===== src/rtl/serial_addsub.sv =====
// serial_addsub: bit-serial full adder / full subtractor with a start/done
// handshake. Operands are captured on an accepted start, then one bit is
// resolved per clock, LSB first, through a single full-add/full-subtract
// cell and a carry/borrow register.
module serial_addsub #(
  parameter int unsigned WIDTH = 8
) (
  input  logic             clk,
  input  logic             rst_n,
  input  logic             start,
  input  logic             op,
  input  logic [WIDTH-1:0] a,
  input  logic [WIDTH-1:0] b,
  input  logic             cin,
  output logic             busy,
  output logic             done,
  output logic [WIDTH-1:0] result,
  output logic             cout
);

  localparam int unsigned CW = $clog2(WIDTH + 1);
  localparam logic [CW-1:0] LAST = CW'(WIDTH - 1);

  typedef enum logic [1:0] {
    IDLE,
    RUN,
    DONE
  } state_t;

  state_t         state;
  logic [WIDTH-1:0] sh_a;
  logic [WIDTH-1:0] sh_b;
  logic           sh_op;
  logic           carry;
  logic [CW-1:0]  cnt;

  logic             x;
  logic             y;
  logic             sum_bit;
  logic             carry_next;
  logic [WIDTH-1:0] result_next;

  // Single full-add / full-subtract cell on the current LSBs of the operands.
  always_comb begin
    x           = sh_a[0];
    y           = sh_b[0];
    sum_bit     = x ^ y ^ carry;
    if (sh_op) begin
      carry_next = (~x & y) | (~(x ^ y) & carry);
    end else begin
      carry_next = (x & y) | (x & carry) | (y & carry);
    end
    // Shift right and insert the new bit at the MSB; written as a shift plus
    // bit insert so that WIDTH=1 needs no empty slice.
    result_next            = result >> 1;
    result_next[WIDTH-1]   = sum_bit;
  end

  // Control FSM, operand shift registers and registered outputs.
  always_ff @(posedge clk or negedge rst_n) begin
    if (!rst_n) begin
      state  <= IDLE;
      sh_a   <= '0;
      sh_b   <= '0;
      sh_op  <= 1'b0;
      carry  <= 1'b0;
      cnt    <= '0;
      busy   <= 1'b0;
      done   <= 1'b0;
      result <= '0;
      cout   <= 1'b0;
    end else begin
      case (state)
        IDLE: begin
          done <= 1'b0;
          if (start) begin
            sh_a  <= a;
            sh_b  <= b;
            sh_op <= op;
            carry <= cin;
            cnt   <= '0;
            busy  <= 1'b1;
            state <= RUN;
          end
        end
        RUN: begin
          sh_a   <= sh_a >> 1;
          sh_b   <= sh_b >> 1;
          carry  <= carry_next;
          result <= result_next;
          cout   <= carry_next;
          cnt    <= cnt + CW'(1);
          if (cnt == LAST) begin
            done  <= 1'b1;
            state <= DONE;
          end
        end
        DONE: begin
          done  <= 1'b0;
          busy  <= 1'b0;
          state <= IDLE;
        end
        default: begin
          state <= IDLE;
        end
      endcase
    end
  end

endmodule

===== config.mk =====
export PLATFORM = sky130hd
export DESIGN_NAME = serial_addsub
export DESIGN_NICKNAME = d
export VERILOG_FILES = /design/src/rtl/serial_addsub.sv
export SDC_FILE = /design/constraint.sdc
export NUM_CORES = 1
export LEC_CHECK = 0
export BUFFER_PORTS_ARGS = -buffer_cell sky130_fd_sc_hd__buf_2
export CORE_MARGIN = 3
export CORE_UTILIZATION = 48
export DETAILED_ROUTE_END_ITERATION = 8
export GPL_TIMING_DRIVEN = 0
export HOLD_SLACK_MARGIN = 0.06
export PLACE_DENSITY = 0.76
export SLEW_MARGIN = 40
export SYNTH_ARGS = -nofsm -noshare
export SYNTH_HDL_FRONTEND = slang
export SYNTH_SLANG_ARGS = --single-unit

===== constraint.sdc =====
create_clock -name clk -period 1.3 [get_ports clk]
set_input_delay 0.26 -clock clk [delete_from_list [all_inputs] [get_ports clk]]
set_output_delay 0.26 -clock clk [all_outputs]
set_load 0.03 [all_outputs]

==> results of run 1 <==
-- logic make-up after synthesis --
logic type / Yosys count / share of synthesized area
muxes: 2 / 0.01308
and+or+nand+nor: 48 / 0.1315
adders and majority gates: 3 / 0.03231
buffers and inverters: 15 / 0.06461
DFF: 35 / 0.5385
AOI/OAI and AO/OA: 57 / 0.2200
-- critical path: cells and delay by family (launching register included) --
family / cells / cell delay [ns]
DFF: 1 / 0.41
adders and majority gates: 1 / 0.38
AOI/OAI and AO/OA: 2 / 0.28
and+or+nand+nor: 1 / 0.08
buffers and inverters: 1 / 0.05
-- stage by stage --
stage,instances,setup slack [ns],setup TNS (ns),util,cell area (µm²)
finish,246,0.01822,0,0.6167,1944
global route,246,-0.07368,-0.1069,0.6167,1944
CTS,246,-0.01568,-0.01568,0.6131,1933
detailed placement,235,-0.05577,-0.05577,0.5825,1837
global placement,235,-0.03415,-0.03415,0.5825,1837
floorplan,160,0.01456,0,-,1627
-- path summary, 6_finish.rpt --
| check | end | slack, ns | depth (start not counted) |
|---|---|---|---|
| max | carry | 0.02 | 5 |
| min in group asynchronous | sh_b[3] | 0.40 | 2 |
| min | sh_op | 0.14 | 2 |
| max reg2reg | carry | 0.02 | 5 |
| max in group asynchronous | sh_a[0] | 0.58 | 2 |
| min reg2reg | result[0] | 0.48 | 2 |
-- per-layer routing --
metal | vias up | track usage
met1 | 649 | 0.2187
met2 | 35 | 0.3045
li1 | 657 | -
met3 | 6 | 0.04569
met5 | - | 0
met4 | 0 | 0.1003
-- state kept, by name, indices dropped and copies added, names as in the netlist --
signal,cells
busy,1
sh_op,1
sh_b,8
cout,1
cnt,4
done,1
result,8
carry,1
state,2
sh_a,8
-- power by group --
part | internal [mW] | switching [mW]
logic | 0.949 | 1.29
clock network | 0.250 | 0.338
registers | 1.60 | 0.415
total | 2.80 | 2.04
-- layout make-up --
cell class	count	area [µm²]
well taps	44	55.05
plain buffers	11	90.09
repair buffers	35	190.2
multi-input cells	110	660.6
clock inverters	1	5.005
fillers	285	1209
clock buffers	6	51.30
inverters	4	15.01
flip-flops and latches	35	877.1
-- timing repair --
action / in CTS / in global routing
endpoints found under the setup margin: 2 / 2
resized for setup: 5 / 2
pin swaps: 2 / 2
endpoints found under the hold margin: 35 / 0
gates cloned: 0 / 0
setup buffers: 3 / 0
hold buffers: 1 / 0
-- layout by cell type (no fill, tap or decap), types with 2 or more instances in the layout --
cell | netlist | routed
nor2b_1 | 4 | 4
o22ai_1 | 27 | 27
inv_2 | 2 | 4
o21ai_1 | 4 | 4
nand3_1 | 2 | 2
nor2_1 | 7 | 7
buf_6 | 4 | 4
clkbuf_4 | 0 | 5
nand2_1 | 31 | 30
dfrtp_1 | 35 | 34
a21oi_1 | 16 | 16
buf_2 | 3 | 33
buf_4 | 4 | 8
==> results.txt, run 1 <==
post-detail-place hpwl -> 2520 µm
Worst-path clk slew -> 0.10 ns
Core ar. -> 3153 µm²
worst-path maximum fanout -> 3
Critical Path Source Type -> register
most frequent cell after synthesis -> dfrtp_1
DR WL met3 -> 188 µm
total number of vias -> 1347
clk_skew -> 0.01013 ns
Top-Level Pins -> 32
EDFF count, synth -> 0
DRC errors left -> 0
Post-synth top cells -> dfrtp_1, nand2_1, o22ai_1, a21oi_1, nor2_1
final setup violation count -> 0
Ys Warns -> 0
final hold violations -> 0
buffer levels on the longest clock path -> 2
row cnt -> 20
root buffer cell -> clkbuf_4
peak per-stage delay on the critical path -> 0.41 ns
worst skew pair latency -> 0.34 ns
Netlist cell types -> 30
synthesized area -> 1627 µm²
power per cell area -> 2490 nW/µm²
initial antenna violation count -> 0
Die Height -> 64.21 µm
Max-Cap Viols -> 0
Clock Sinks -> 35
worst slew pin tran -> 0.4278 ns
Die W -> 64.21 µm
layout net count -> 226
overall power -> 4.841 mW
final period utilization -> 0.9860
Worst setup EP type -> register
RePlAce Congestion -> 0.8613
I/O Buffers -> 31
vias per inst -> 5.476
leakage power -> 0.9230 nW
final antenna diode count -> 0
Worst Hold Launch -> op
Max-slew headroom -> 0.7148
maximum vdd ir drop -> 1.064 mV
TritonCTS buffer count -> 5
DR pass1 iterations -> 4
outcome -> finished, final reports clean
crit-path cells -> inv_2 -> fa_2 -> nand2_2 -> o21ai_2 -> a221oi_2
TritonCTS clock tree -> yes
grt ovf -> 0
CP Class -> register to register
Slew Viols, Final -> 0
Mapped Nets -> 184
RSZ-0062 raised after global routing -> yes
Mean Syn Cell Area -> 10.17 µm²
post-route antenna net violation count -> 0
Setup crit start -> carry
Top Metal Used -> met4
worst hold slack -> 0.1384 ns
ys async rst share -> 1.000
Slowest cell on crit path -> dfrtp_1
HP Class -> input port to register
WP data required -> 1.56 ns
r2r startpoint -> carry
WL final -> 3509 µm
area of the die -> 4123 µm²
Post-Synthesis Cells -> 160
share of layout cells above drive strength 1 -> 0.3218
post-synth top area share -> 0.5385
sequential area share after synthesis -> 0.5385
Starting Density -> 0.5159
M1 WL -> 1465 µm
synth top area cells -> dfrtp_1, o22ai_1, nand2_1, a21oi_1, buf_6
met2 wire len -> 1801 µm
largest net degree at the start of global routing -> 36
fmax -> 0.7802 GHz
Synth Flop Type -> dfrtp_1
leading area contributor after synthesis -> dfrtp_1
Arr. time, crit path -> 1.54 ns
Synth Register Bits -> 35
gr usage total -> 0.1841
fin crit period -> 1.282 ns
first-pass GRT wire length -> 5816 µm
vias in the first global route -> 1329
H-tree Lvls -> 2
detailed-route wire length per cell -> 14.26 µm
initial DRC count -> 100
area grow syn2layout -> 19.54%
(Power assumes the default switching activity.)
==> run 2: changes to the inputs <==
Settings changed: CELL_PAD_IN_SITES_DETAIL_PLACEMENT set to 1, CELL_PAD_IN_SITES_GLOBAL_PLACEMENT set to 1, CORE_UTILIZATION 48 to 37.
==> run 2 against run 1 <==
Net effect:
- non-clock buffer count is 1 higher
- clock skew down 0.0032 ns
- worst hold slack gained 0.073 ns
- combinational power grew 4%
- wire length rose by 16%
- register-to-register slack barely moved
- sequential share of layout area shrank 1.5 points
- global-route usage decreased by 1.3 points
- sequential power hardly changed
- utilization fell by 13 points
==> results.txt, run 2 (synthesis results as in run 1) <==
largest registers -> result: 8 flops, sh_a: 8 flops, sh_b: 8 flops
final core utilization -> 0.4889 (-0.1278)
area of the die -> 5228 µm² (+27%)
Core ar. -> 4115 µm² (+31%)
Slew Viols, Final -> 0 (unchanged)
row cnt -> 23 (+15%)
total number of vias -> 1352 (+0.37%)
post-route antenna net violation count -> 0 (unchanged)
Starting Density -> 0.3953 (-0.1206)
worst slew pin tran -> 0.4468 ns (+0.01896 ns)
worst path bufs/invs -> 1 (unchanged)
layout net count -> 227 (+0.44%)
Die W -> 72.31 µm (+13%)
I/O Buffers -> 31 (unchanged)
Arr. time, crit path -> 1.44 ns (-0.10 ns)
DR pass1 iterations -> 4 (unchanged)
TritonCTS clock tree -> yes
Die Height -> 72.31 µm (+13%)
Max-Cap Viols -> 0 (unchanged)
fin crit period -> 1.276 ns (-0.005930 ns)
Post-Layout Inst Area -> 2012 µm² (+3.5%)
outcome -> finished, final reports clean
leakage power -> 0.9482 nW (+2.7%)
grt ovf -> 0 (unchanged)
final period utilization -> 0.9814 (-0.004562)
Critical Path Source Type -> register
share of layout cells above drive strength 1 -> 0.3284 (+0.006649)
Worst-path clk slew -> 0.07 ns (-0.03 ns)
final hold violations -> 0 (unchanged)
worst hold slack -> 0.2110 ns (+0.07255 ns)
initial antenna violation count -> 0 (unchanged)
Max-slew headroom -> 0.7022 (-0.01264)
crit-path cells -> buf_4 -> fa_1 -> o21ai_2 -> a221oi_2
area grow syn2layout -> 23.69%
Sum Neg Setup Slack -> 0 ns (unchanged)
largest net degree at the start of global routing -> 36 (unchanged)
buffer levels on the longest clock path -> 2 (unchanged)
vias in the first global route -> 1493 (+12%)
TritonCTS buffer count -> 5 (unchanged)
placed standard-cell area -> 1844 µm² (+0.41%)
maximum vdd ir drop -> 0.9961 mV (-6.4%)
worst-path maximum fanout -> 2 (-1)
first-pass GRT wire length -> 7031 µm (+21%)
Worst setup EP type -> register
WL final -> 4055 µm (+16%)
leading cell type in the layout, fill and taps excluded -> dfrtp_1
HP Class -> input port to register
fmax -> 0.7838 GHz (+0.46%)
worst skew pair latency -> 0.28 ns (-0.06 ns)
clk_skew -> 0.006968 ns (-0.003159 ns)
peak per-stage delay on the critical path -> 0.38 ns (-0.03 ns)
most frequent cells in the layout -> dfrtp_1, buf_2, nand2_1, o22ai_1, a21oi_1
Largest delay share family, worst path -> flip-flops
Clock Sinks -> 35 (unchanged)
DRC errors left -> 0 (unchanged)
Top-Level Pins -> 32 (unchanged)
power per cell area -> 2585 nW/µm² (+3.8%)
detailed-route wire length per cell -> 15.96 µm (+12%)
RePlAce Congestion -> 0.8165 (-5.2%)
H-tree Lvls -> 2 (unchanged)
initial DRC count -> 53 (-47%)
WP data required -> 1.46 ns (-0.10 ns)
post-detail-place hpwl -> 2975 µm (+18%)
Slowest cell on crit path -> dfrtp_1
vias per inst -> 5.323 (-2.8%)
final antenna diode count -> 0 (unchanged)
root buffer cell -> clkbuf_8
RSZ-0062 raised after global routing -> yes
gr usage total -> 0.1713 (-0.01281)
final setup violation count -> 0 (unchanged)
CP Class -> register to register
-- run 2: path summary, 6_finish.rpt --
path                       cells after the start         to  slack (ns)  startpoint
min in group asynchronous                      2  result[2]        0.48       rst_n
setup / recovery                               4      carry        0.02       carry
max in group asynchronous                      2    sh_a[0]        0.49       rst_n
hold / removal                                 2      sh_op        0.21          op
hold reg to reg                                2  result[0]        0.47   result[0]
setup reg to reg                               4      carry        0.02       carry
-- run 2: power by group --
group,internal (mW),leakage (nW),switching [mW]
Combinational,0.975,0.476,1.36
Clock,0.484,0.0515,0.376
Sequential,1.60,0.421,0.407
-- run 2: metrics by stage --
step | instances | worst slack [ns] | total power, mW
5_1_grt | 254 | -0.05115 | 5.638
2_1_floorplan | 160 | 0.01456 | 3.548
4_1_cts | 253 | -0.03167 | 5.222
6_report | 254 | 0.02415 | 5.201
3_3_place_gp | 241 | -0.04980 | 4.044
3_5_place_dp | 241 | -0.1182 | 4.209
-- run 2: timing repair --
action / in CTS / in global routing
endpoints found under the setup margin: 2 / 5
setup buffers: 4 / 0
gates cloned: 0 / 0
pin swaps: 3 / 2
hold buffers: 0 / 1
resized for setup: 5 / 3
hold endpoints to repair: 0 / 35
-- run 2: worst register-to-register path, delay by kind of cell, from the launching register on --
family | cells | cell delay (ns)
AOI/OAI and AO/OA | 2 | 0.26
adders and majority gates | 1 | 0.37
buffers and inverters | 1 | 0.14
DFF | 1 | 0.38
-- run 2: area by class of cell --
cell class | count | area (µm²)
fillers | 488 | 2103
flip-flops and latches | 35 | 877.1
multi-input cells | 110 | 669.4
repair buffers | 36 | 197.7
clock buffers | 8 | 100.1
plain buffers | 11 | 90.09
well taps | 50 | 62.56
inverters | 4 | 15.01
-- run 2: metal layers --
layer / share of wire / GRT usage / vias up
met4: 0.011 / 0.04802 / 0
met1: 0.45 / 0.2156 / 661
met2: 0.50 / 0.2902 / 27
met3: 0.040 / 0.04432 / 6
met5: 0 / 0 / -
li1: - / - / 658
